## src/rtl/tdm_frame_collector.sv

```systemverilog
// TDM frame collector: rebuilds NUM_CHN-sample frames from a strobed stream,
// flags sync/timeout faults and keeps a saturating fault count.
module tdm_frame_collector #(
  parameter int NUM_CHN = 4,
  parameter int DATA_W  = 16,
  parameter int MAX_GAP = 8
) (
  input  logic                      clk,
  input  logic                      rst,
  input  logic                      din_valid_i,
  input  logic                      din_sync_i,
  input  logic [DATA_W-1:0]         din_i,
  output logic [NUM_CHN*DATA_W-1:0] frame_o,
  output logic                      frame_valid_o,
  output logic                      locked_o,
  output logic                      sync_err_o,
  output logic                      timeout_err_o,
  output logic [15:0]               err_cnt_o
);

  localparam int IDX_W = (NUM_CHN > 1) ? $clog2(NUM_CHN) : 1;
  localparam int GAP_W = $clog2(MAX_GAP + 1);
  localparam bit SINGLE = (NUM_CHN == 1);

  typedef enum logic {HUNT, COLLECT} state_t;

  state_t                    state;
  logic [IDX_W-1:0]          chn_idx;
  logic [GAP_W-1:0]          gap_cnt;
  logic [NUM_CHN*DATA_W-1:0] shadow;
  logic [NUM_CHN*DATA_W-1:0] frame_next;
  logic [IDX_W-1:0]          slot;
  logic                      mid_frame;
  logic                      last_slot;
  logic                      sync_fault;
  logic                      tmo_fault;

  assign mid_frame = (state == COLLECT) && (chn_idx != '0);
  assign last_slot = (chn_idx == IDX_W'(NUM_CHN - 1));

  // A sync sample always lands in slot 0, whatever state we are in.
  assign slot = din_sync_i ? '0 : chn_idx;

  always_comb begin
    frame_next = shadow;
    frame_next[slot*DATA_W +: DATA_W] = din_i;
  end

  assign sync_fault = din_valid_i && (state == COLLECT) &&
                      (din_sync_i ? (chn_idx != '0) : (chn_idx == '0));

  assign tmo_fault = !din_valid_i && mid_frame &&
                     (gap_cnt == GAP_W'(MAX_GAP - 1));

  always_ff @(posedge clk or posedge rst) begin
    if (rst) begin
      state         <= HUNT;
      chn_idx       <= '0;
      gap_cnt       <= '0;
      shadow        <= '0;
      frame_o       <= '0;
      frame_valid_o <= 1'b0;
      locked_o      <= 1'b0;
      sync_err_o    <= 1'b0;
      timeout_err_o <= 1'b0;
      err_cnt_o     <= '0;
    end else begin
      frame_valid_o <= 1'b0;
      sync_err_o    <= sync_fault;
      timeout_err_o <= tmo_fault;
      if ((sync_fault || tmo_fault) && (err_cnt_o != 16'hFFFF))
        err_cnt_o <= err_cnt_o + 16'd1;

      if (din_valid_i) begin
        gap_cnt <= '0;
        if (din_sync_i) begin
          shadow   <= frame_next;
          state    <= COLLECT;
          locked_o <= 1'b1;
          if (SINGLE) begin
            chn_idx       <= '0;
            frame_o       <= frame_next;
            frame_valid_o <= 1'b1;
          end else begin
            chn_idx <= IDX_W'(1);
          end
        end else if (state == COLLECT) begin
          if (chn_idx == '0) begin
            state    <= HUNT;
            locked_o <= 1'b0;
          end else begin
            shadow <= frame_next;
            if (last_slot) begin
              chn_idx       <= '0;
              frame_o       <= frame_next;
              frame_valid_o <= 1'b1;
            end else begin
              chn_idx <= chn_idx + IDX_W'(1);
            end
          end
        end
      end else if (mid_frame) begin
        if (tmo_fault) begin
          state    <= HUNT;
          locked_o <= 1'b0;
          chn_idx  <= '0;
          gap_cnt  <= '0;
        end else begin
          gap_cnt <= gap_cnt + GAP_W'(1);
        end
      end
    end
  end

endmodule
```

## config.mk

```make
export PLATFORM = sky130hd
export DESIGN_NAME = tdm_frame_collector
export DESIGN_NICKNAME = d
export VERILOG_FILES = /design/src/rtl/tdm_frame_collector.sv
export SDC_FILE = /design/constraint.sdc
export NUM_CORES = 1
export LEC_CHECK = 0
export CORE_MARGIN = 2
export CORE_UTILIZATION = 49
export DETAILED_ROUTE_END_ITERATION = 10
export PLACE_DENSITY = 0.74
export REMOVE_ABC_BUFFERS = 1
export SYNTH_ARGS = -nofsm -noshare
export SYNTH_HDL_FRONTEND = slang
export SYNTH_SLANG_ARGS = --single-unit
```

## constraint.sdc

```tcl
create_clock -name clk -period 5.1 [get_ports clk]
set_input_delay 1.02 -clock clk [delete_from_list [all_inputs] [get_ports clk]]
set_output_delay 1.02 -clock clk [all_outputs]
set_load 0.02 [all_outputs]
```

==> results of run 1 <==
-- layout make-up --
cell class / instances / area (sq um)
multi-input cells: 445 / 2580
inverters: 8 / 35.0
flip-flops and latches: 155 / 3880
well taps: 176 / 220
clock buffers: 23 / 498
repair buffers: 108 / 1070
fillers: 1080 / 4860
clock inverters: 9 / 158
-- per-stage QoR --
stage          cells  hold WS (ps)  power (W)  instance area (sq um)  setup WS (ps)
2_1_floorplan    608           450    0.00224                   6480          -98.2
3_3_place_gp     892           460    0.00264                   7780           1140
3_5_place_dp     892           471    0.00269                   7780           1010
4_1_cts          924           485    0.00407                   8440           1440
5_1_grt          924           502    0.00427                   8440           1190
6_report         924           479    0.00405                   8440           1400
-- worst paths after layout --
check / slack [ps] / to / from / depth (start not counted)
max: 1400 / shadow[42] / din_sync_i / 7
min: 480 / frame_o[0] / frame_o[0] / 2
max reg2reg: 2260 / err_cnt_o[9] / chn_idx[0] / 9
min reg2reg: 480 / frame_o[0] / frame_o[0] / 2
max in group asynchronous: 2950 / frame_o[46] / rst / 3
min in group asynchronous: 1140 / gap_cnt[1] / rst / 2
-- critical path: cells and delay by family --
kind | cells | cell delay, ps
compound gates | 1 | 250
fa+ha+maj | 1 | 550
buf+inv | 2 | 870
simple gates | 3 | 1350
-- Yosys cell counts (all sizes together), types with 7 or more instances --
cell type	count
a22o	48
a21oi	56
buf	15
nor2	24
nand4	8
ha	10
nand2	111
nor2b	33
xnor2	13
a22oi	16
o21ai	86
inv	8
dfrtp	155
clkbuf	28
and4	7
-- report_power, final --
part | leakage, nW | switching (W) | total [W] | internal (W)
logic | 1.29 | 0.000611 | 0.00104 | 0.000431
registers | 2.12 | 0.000166 | 0.00163 | 0.00147
clock network | 0.316 | 0.000486 | 0.00137 | 0.000886
total | 3.72 | 0.00126 | 0.00405 | 0.00278
-- routing by layer --
layer  global-route usage [%]  vias up
met5                        0        -
met4                     6.76        0
met3                     6.63       16
met2                     34.7      168
met1                     31.5     2517
li1                         -     2440
-- cell families (layout without fill, tap and decap cells) --
family / count (synthesis) / in the layout
AO/OA/AOI/OAI: 210 / 210
XOR/XNOR: 16 / 16
adder cells (fa/ha/maj): 10 / 10
buffers and inverters: 51 / 148
flip-flops: 155 / 155
multiplexers: 1 / 1
AND/OR/NAND/NOR: 208 / 208
-- flip-flops by register name, indices dropped and copies added (netlist names) --
signal and cells:
state 1, err_cnt_o 16, chn_idx 2, sync_err_o 1, gap_cnt 4, timeout_err_o 1, locked_o 1, shadow 64
frame_valid_o 1, frame_o 64
==> results.toml, run 1 <==
[detailed_routing]
route.layer.met1.wl_microns = 7030
dr.first_iter.drc_count = 466
met2_length_microns = 7330
post-route-drc-count = 0
routed_wirelength_microns = 15500
drtAntennaViolNets = 0
drtPass1Iterations = 5
met3RoutedLength_microns = 933
top_layer = "met4"
avgRoutedWirePerCell_microns = 16.7
post_drt_via_cell_ratio = 5.56
vias = 5141

[timing]
finalClockSkew_ps = 12.0
grt_setup_unrepaired = "false"
period_needed_ps = 3700
tightestPinTransition_ps = 1200
achievable-frequency_ghz = 0.271
final_max_slew_viol_count = 0
finalSetupViolations = 0
timing_hold_violations_final = 0
finalCritPeriodShare_pct = 72.5
final.setup.tns_ps = 0
slew_headroom_pct = 20.2

[critical_path]
crit_slowest_cell = "clkdlybuf4s50_1"
critical_path.cell_chain = "clkdlybuf4s50_1 -> inv_2 -> nand2_2 -> ha_1 -> and4_1 -> and2_1 -> a22o_1"
worst_setup_path_start_kind = "primary input"
setup.worst_path.class = "primary input to flop"
slowest_delay_ps = 740
cp_data_required_time_ps = 5460
timing.critical_path.fanout_max = 18
crit_path_end_kind = "flop"
cp_data_arrival_time_ps = 4050

[grt]
pin_count_of_the_biggest_net_entering_global_routing = 105
initial_antenna_violation_count = 0
first_pass_grt_wire_length_microns = 26100
globalRouteTotalUtil_pct = 22.7
grt_pass1_vias = 5146
grt_overflow = 0

[yosys]
synth_mux_area_share_pct = 0.168
synth.lib_cells_used.distinct = 38
synth_ff_type = "dfrtp_1"
synth_top_family_by_area = "compound AO/OA/AOI/OAI gates"
syn-cell-area_sq_mm = 0.00669
number_of_cells_produced_by_synthesis = 651
synth.top_cells.by_area = "dfrtp_1 58%, a22o_1 6.3%, nand2_1 6.1%, o21ai_0 6.0%, a21oi_1 4.2%"
simple_gate_share_of_the_synthesized_area_pct = 15.2
synthDominantCellAreaShare_pct = 57.9
synth-async-reset-ratio_pct = 100
syn_area_per_cell_sq_um = 10.3
synth-compound-area-share_pct = 19.1
ys_seq_elements = 155
largest_area_contributor_in_the_netlist = "dfrtp_1"
synth_sequential_area_ratio_pct = 57.9
synth_xor_area_share_pct = 2.09
ys.warnings.count = 0
post_synth_fa_ha_maj_area_fraction_pct = 1.87
synth_edf_count = 0

[layout]
layout_common_cells = "155 x dfrtp_1, 109 x nand2_1, 103 x clkdlybuf4s50_1"
synthToLayoutAreaGrowth_pct = 26.0
antenna_cells_inserted = 0
fin_nets = 765
layout.cells.most_common = "dfrtp_1"
fraction_of_final_layout_cells_with_drive_strength_greater_than_1_pct = 6.28
utilization_pct = 63.4

[cts]
clk_latency_ps = 420
cts_buffers = 17
max-clock-path-buffers = 2
h-tree-depth = 4
tritoncts_clock_tree = "yes"
cts_setup_buffers = 0
tritoncts_num_sinks = 155
clk_pin_slew_worst_paths_ps = 60
clock_tree.root_cell = "clkbuf_16"
holdBufCountCts = 0
number_of_resized_instances_in_the_post_cts_repair_step = 0

[die]
row_count = 42
initial_cell_density_of_the_core_pct = 50.3
core_area_sq_mm = 0.0133
vertical_die_dimension_microns = 121
die-width_microns = 121
floorplan.io_pins = 104
die_area_sq_mm = 0.0146

[power_and_ir_drop]
power.static_leakage_nw = 3.72
irDropWorstVdd_uv = 229
pwr_density_cell_mw_per_mm2 = 480

[placed_design]
globalplace.congestion = 0.801
numPortBuffers = 103
detailedPlacementHpwl_microns = 10400

[outcome]
outcome = "complete, no violations"

[hold_path]
worst_min_path_class = "flop to flop"

[run]
maxCapViolations = 0
Power figures use the tool's default switching activity.
==> inputs of run 2 (changes only) <==
Settings changed: CORE_UTILIZATION 49 to 54, PLACE_DENSITY 0.74 to 0.77.
Clock period 5.1 ns to 3.6 ns, I/O delays scaled along.
==> run 2 against run 1 <==
Clock skew is 4.8 ps lower. Via count is 1.9% higher. Global-route usage is 2.4 points higher. Setup slack worse by 560 ps. Sequential share of layout area is 0.082 points lower. Combinational power is 45% higher.
==> results.toml, run 2 (same netlist as run 1, synthesis figures left out) <==
[grt]
first_pass_grt_wire_length_microns = 25700
grt_overflow = 0
initial_antenna_violation_count = 0
globalRouteTotalUtil_pct = 25.1
grt_pass1_vias = 5085
pin_count_of_the_biggest_net_entering_global_routing = 129

[timing]
finalSetupViolations = 0
tightestPinTransition_ps = 1170
final_max_slew_viol_count = 0
slew_headroom_pct = 21.9
fin_ws_ps = 849
period_needed_ps = 2750
timing_hold_violations_final = 0
finalCritPeriodShare_pct = 76.4
grt_setup_unrepaired = "false"
finalClockSkew_ps = 7.24
achievable-frequency_ghz = 0.363
hold-worst-slack_ps = 476

[layout]
synthToLayoutAreaGrowth_pct = 26.2
biggestRegsByFlops = "frame_o (64), shadow (64), err_cnt_o (16)"
antenna_cells_inserted = 0
layout.cell_area.non_filler_sq_mm = 0.00845
fin_nets = 772
utilization_pct = 70.1
fraction_of_final_layout_cells_with_drive_strength_greater_than_1_pct = 7.15
layout.cells.most_common = "dfrtp_1"
layout_common_cells = "155 x dfrtp_1, 109 x nand2_1, 103 x clkdlybuf4s50_1"

[critical_path]
cp_data_required_time_ps = 3960
timing.critical_path.fanout_max = 16
crit_path_end_kind = "flop"
setup.worst_path.class = "primary input to flop"
cp_data_arrival_time_ps = 3110
regToRegSetupSlack_ps = 1040
worst_setup_path_start_kind = "primary input"

[power_and_ir_drop]
fin_total_pwr_w = 0.00564
power.static_leakage_nw = 3.75
irDropWorstVdd_uv = 331
pwr_density_cell_mw_per_mm2 = 667

[cts]
number_of_resized_instances_in_the_post_cts_repair_step = 0
tritoncts_num_sinks = 155
cts_setup_buffers = 0
tritoncts_clock_tree = "yes"
max-clock-path-buffers = 2
clk_latency_ps = 430
h-tree-depth = 4
clock_tree.root_cell = "clkbuf_16"
holdBufCountCts = 0
cts_buffers = 17
clk_pin_slew_worst_paths_ps = 60

[die]
vertical_die_dimension_microns = 115
initial_cell_density_of_the_core_pct = 55.5
row_count = 40
die_area_sq_mm = 0.0133
core_area_sq_mm = 0.0121
floorplan.io_pins = 104
die-width_microns = 115

[hold_path]
worst_min_path_class = "flop to flop"

[outcome]
outcome = "complete, no violations"

[detailed_routing]
avgRoutedWirePerCell_microns = 16.7
drtAntennaViolNets = 0
drtPass1Iterations = 6
vias = 5238
post_drt_via_cell_ratio = 5.67
routed_wirelength_microns = 15400
dr.first_iter.drc_count = 564
post-route-drc-count = 0

[placed_design]
globalplace.congestion = 0.822
place_ws_ps = 410
numPortBuffers = 103
placed_area_sq_mm = 0.00785
detailedPlacementHpwl_microns = 10100

[run]
maxCapViolations = 0
run 2: cell count changes in the layout (fill, tap and decap cells not counted):
cell	delta
buf_4	+5
bufinv_16	-1
clkinv_2	+4
inv_6	-1
clkbuf_8	-3
buf_12	+2
clkinvlp_4	+1
run 2: final cells by class:
cell class / count / area [sq um]
fill: 913 / 3610
inverter: 8 / 35.0
multi-input combinational: 445 / 2580
clock inverter: 12 / 146
sequential: 155 / 3880
tap: 168 / 210
timing repair buffer: 115 / 1150
clock buffer: 20 / 457
run 2: through the flow:
stage | cells | setup TNS (ps)
6_report | 923 | 0
5_1_grt | 923 | 0
4_1_cts | 923 | 0
3_5_place_dp | 891 | 0
3_3_place_gp | 891 | 0
2_1_floorplan | 608 | -233700
run 2: worst paths after layout:
check,startpoint,to,cells after the start
worst max-delay path,din_sync_i,shadow[39],8
worst min-delay path,frame_o[14],frame_o[14],2
worst max register to register,chn_idx[0],shadow[61],6
worst min register to register,frame_o[14],frame_o[14],2
max in group asynchronous,rst,frame_o[39],3
min in group asynchronous,rst,locked_o,2
run 2: power breakdown:
| part | internal (W) | switching [W] |
|---|---|---|
| registers | 0.00208 | 0.000231 |
| logic | 0.000632 | 0.000873 |
| clock network | 0.00112 | 0.000703 |
run 2: layer usage:
metal / wire length (microns) / GRT usage (%) / vias up
li1: - / - / 2458
met1: 6610 / 34.1 / 2550
met2: 7500 / 39.3 / 207
met3: 1030 / 5.64 / 23
met4: 268 / 10.4 / 0
met5: 0 / 0 / -
run 2: critical path: stages:
cell and delay [ps]:
clkdlybuf4s50_1 630, inv_2 190, nand2_2 90, ha_1 340, nor2_1 150, and4_1 210, and2_1 520, a22o_1 260
==> inputs of run 3 (changes only) <==
Clock period 3.6 ns to 2.6 ns, I/O delays scaled along.
==> run 3 against run 2 <==
First-iteration DRC count down 15%. Critical path depth unchanged. Worst hold slack better by 2.1 ps. Critical path type unchanged.
==> results.toml, run 3 (same netlist as run 1, synthesis figures left out) <==
[outcome]
outcome = "complete, no violations"

[timing]
period_needed_ps = 2370
tightestPinTransition_ps = 1170
hold-worst-slack_ps = 478
finalSetupViolations = 0
fin_ws_ps = 229
grt_setup_unrepaired = "false"
final_max_slew_viol_count = 0
slew_headroom_pct = 22.3
finalClockSkew_ps = 7.40
achievable-frequency_ghz = 0.422
timing_hold_violations_final = 0
finalCritPeriodShare_pct = 91.2

[cts]
holdBufCountCts = 0
clk_latency_ps = 430
max-clock-path-buffers = 2
tritoncts_num_sinks = 155
cts_buffers = 17
h-tree-depth = 4
tritoncts_clock_tree = "yes"
clock_tree.root_cell = "clkbuf_16"
number_of_resized_instances_in_the_post_cts_repair_step = 0
cts_setup_buffers = 0
clk_pin_slew_worst_paths_ps = 60

[detailed_routing]
post_drt_via_cell_ratio = 5.61
drtPass1Iterations = 6
vias = 5249
post-route-drc-count = 0
routed_wirelength_microns = 15600
drtAntennaViolNets = 0
dr.first_iter.drc_count = 478
avgRoutedWirePerCell_microns = 16.7

[grt]
first_pass_grt_wire_length_microns = 25700
globalRouteTotalUtil_pct = 25.1
pin_count_of_the_biggest_net_entering_global_routing = 51
initial_antenna_violation_count = 0
grt_pass1_vias = 5247
grt_overflow = 0

[placed_design]
detailedPlacementHpwl_microns = 10600
numPortBuffers = 103
globalplace.congestion = 0.800
place_ws_ps = -153
placed_area_sq_mm = 0.00798

[critical_path]
slowest_delay_ps = 520
timing.critical_path.fanout_max = 16
crit_path_end_kind = "flop"
worstPathBufferInverterCount = 2
worst_setup_path_start_kind = "primary input"
setup.worst_path.class = "primary input to flop"
cp_data_arrival_time_ps = 2730
critical_path.cell_chain = "clkdlybuf4s50_1 -> inv_2 -> nand2_2 -> ha_1 -> nor2_1 -> and4_1 -> and2_1 -> a22o_1"
crit_slowest_cell = "and2_1"
path_delay_family = "simple AND/OR/NAND/NOR gates"
cp_data_required_time_ps = 2960

[run]
maxCapViolations = 0

[die]
die-width_microns = 115
row_count = 40
initial_cell_density_of_the_core_pct = 55.5
floorplan.io_pins = 104
core_area_sq_mm = 0.0121
vertical_die_dimension_microns = 115
die_area_sq_mm = 0.0133

[layout]
synthToLayoutAreaGrowth_pct = 28.3
antenna_cells_inserted = 0
layout.cell_area.non_filler_sq_mm = 0.00859
fin_nets = 785
layout_common_cells = "155 x dfrtp_1, 109 x nand2_1, 103 x clkdlybuf4s50_1"
fraction_of_final_layout_cells_with_drive_strength_greater_than_1_pct = 8.47
biggestRegsByFlops = "frame_o (64), shadow (64), err_cnt_o (16)"
utilization_pct = 71.2
layout.cells.most_common = "dfrtp_1"

[power_and_ir_drop]
fin_total_pwr_w = 0.00786
pwr_density_cell_mw_per_mm2 = 916
share_seq_of_total_power_pct = 40.4
power.static_leakage_nw = 3.83
p_comb_share_pct = 27.4
clock_power_share_pct = 32.1
intPower_w = 0.00539
net-switching-power_w = 0.00248
irDropWorstVdd_uv = 566
swShare_pct = 31.5

[hold_path]
worst_min_path_class = "flop to flop"
[run 3: cell types whose count changed in the layout (fill, tap and decap cells not counted), sizes merged]
cell,previous run,this run
clkbuf,20,23
clkinv,6,5
clkinvlp,3,0
buf,12,25
[run 3: metal layers]
| layer | vias to the layer above | routed length [microns] | GRT usage [%] |
|---|---|---|---|
| li1 | 2477 | - | - |
| met1 | 2549 | 6780 | 33.7 |
| met2 | 193 | 7480 | 38.8 |
| met3 | 30 | 1020 | 7.38 |
| met4 | 0 | 300 | 9.72 |
| met5 | - | 0 | 0 |
[run 3: final timing paths]
path	from	to	slack [ps]	cells past startpoint
hold / removal	frame_o[5]	frame_o[5]	480	2
hold reg to reg	frame_o[5]	frame_o[5]	480	2
min in group asynchronous	rst	frame_o[34]	500	2
setup reg to reg	chn_idx[1]	err_cnt_o[14]	350	9
setup / recovery	din_sync_i	shadow[47]	230	8
max in group asynchronous	rst	frame_o[50]	1500	3
[run 3: power groups by stage]
| stage | Sequential, W | Combinational, W | Clock (W) |
|---|---|---|---|
| after detailed placement | 0.00321 | 0.00215 | 0 |
| after global routing | 0.00324 | 0.00238 | 0.00267 |
| after CTS | 0.00318 | 0.00217 | 0.00254 |
| final | 0.00318 | 0.00216 | 0.00253 |
| after global placement | 0.00318 | 0.00207 | 0 |
| after floorplan | 0.00345 | 0.000952 | 0 |
[run 3: final cells by class]
type | count | area [sq um]
clock buffers | 23 | 488
repair buffers | 128 | 1280
fillers | 882 | 3480
inverters | 8 | 35.0
well taps | 168 | 210
clock inverters | 8 | 115
multi-input cells | 445 | 2580
flip-flops and latches | 155 | 3880
[run 3: metrics by stage]
step           instances  setup TNS, ps
2_1_floorplan        608        -421700
3_3_place_gp         904           -843
3_5_place_dp         904          -6370
4_1_cts              935              0
5_1_grt              935              0
6_report             935              0
[run 3: tightest hold or removal path, stage by stage (launching register included)]
cell     delay, ps
dfrtp_1        340
nand2_1         50
o21ai_0         60
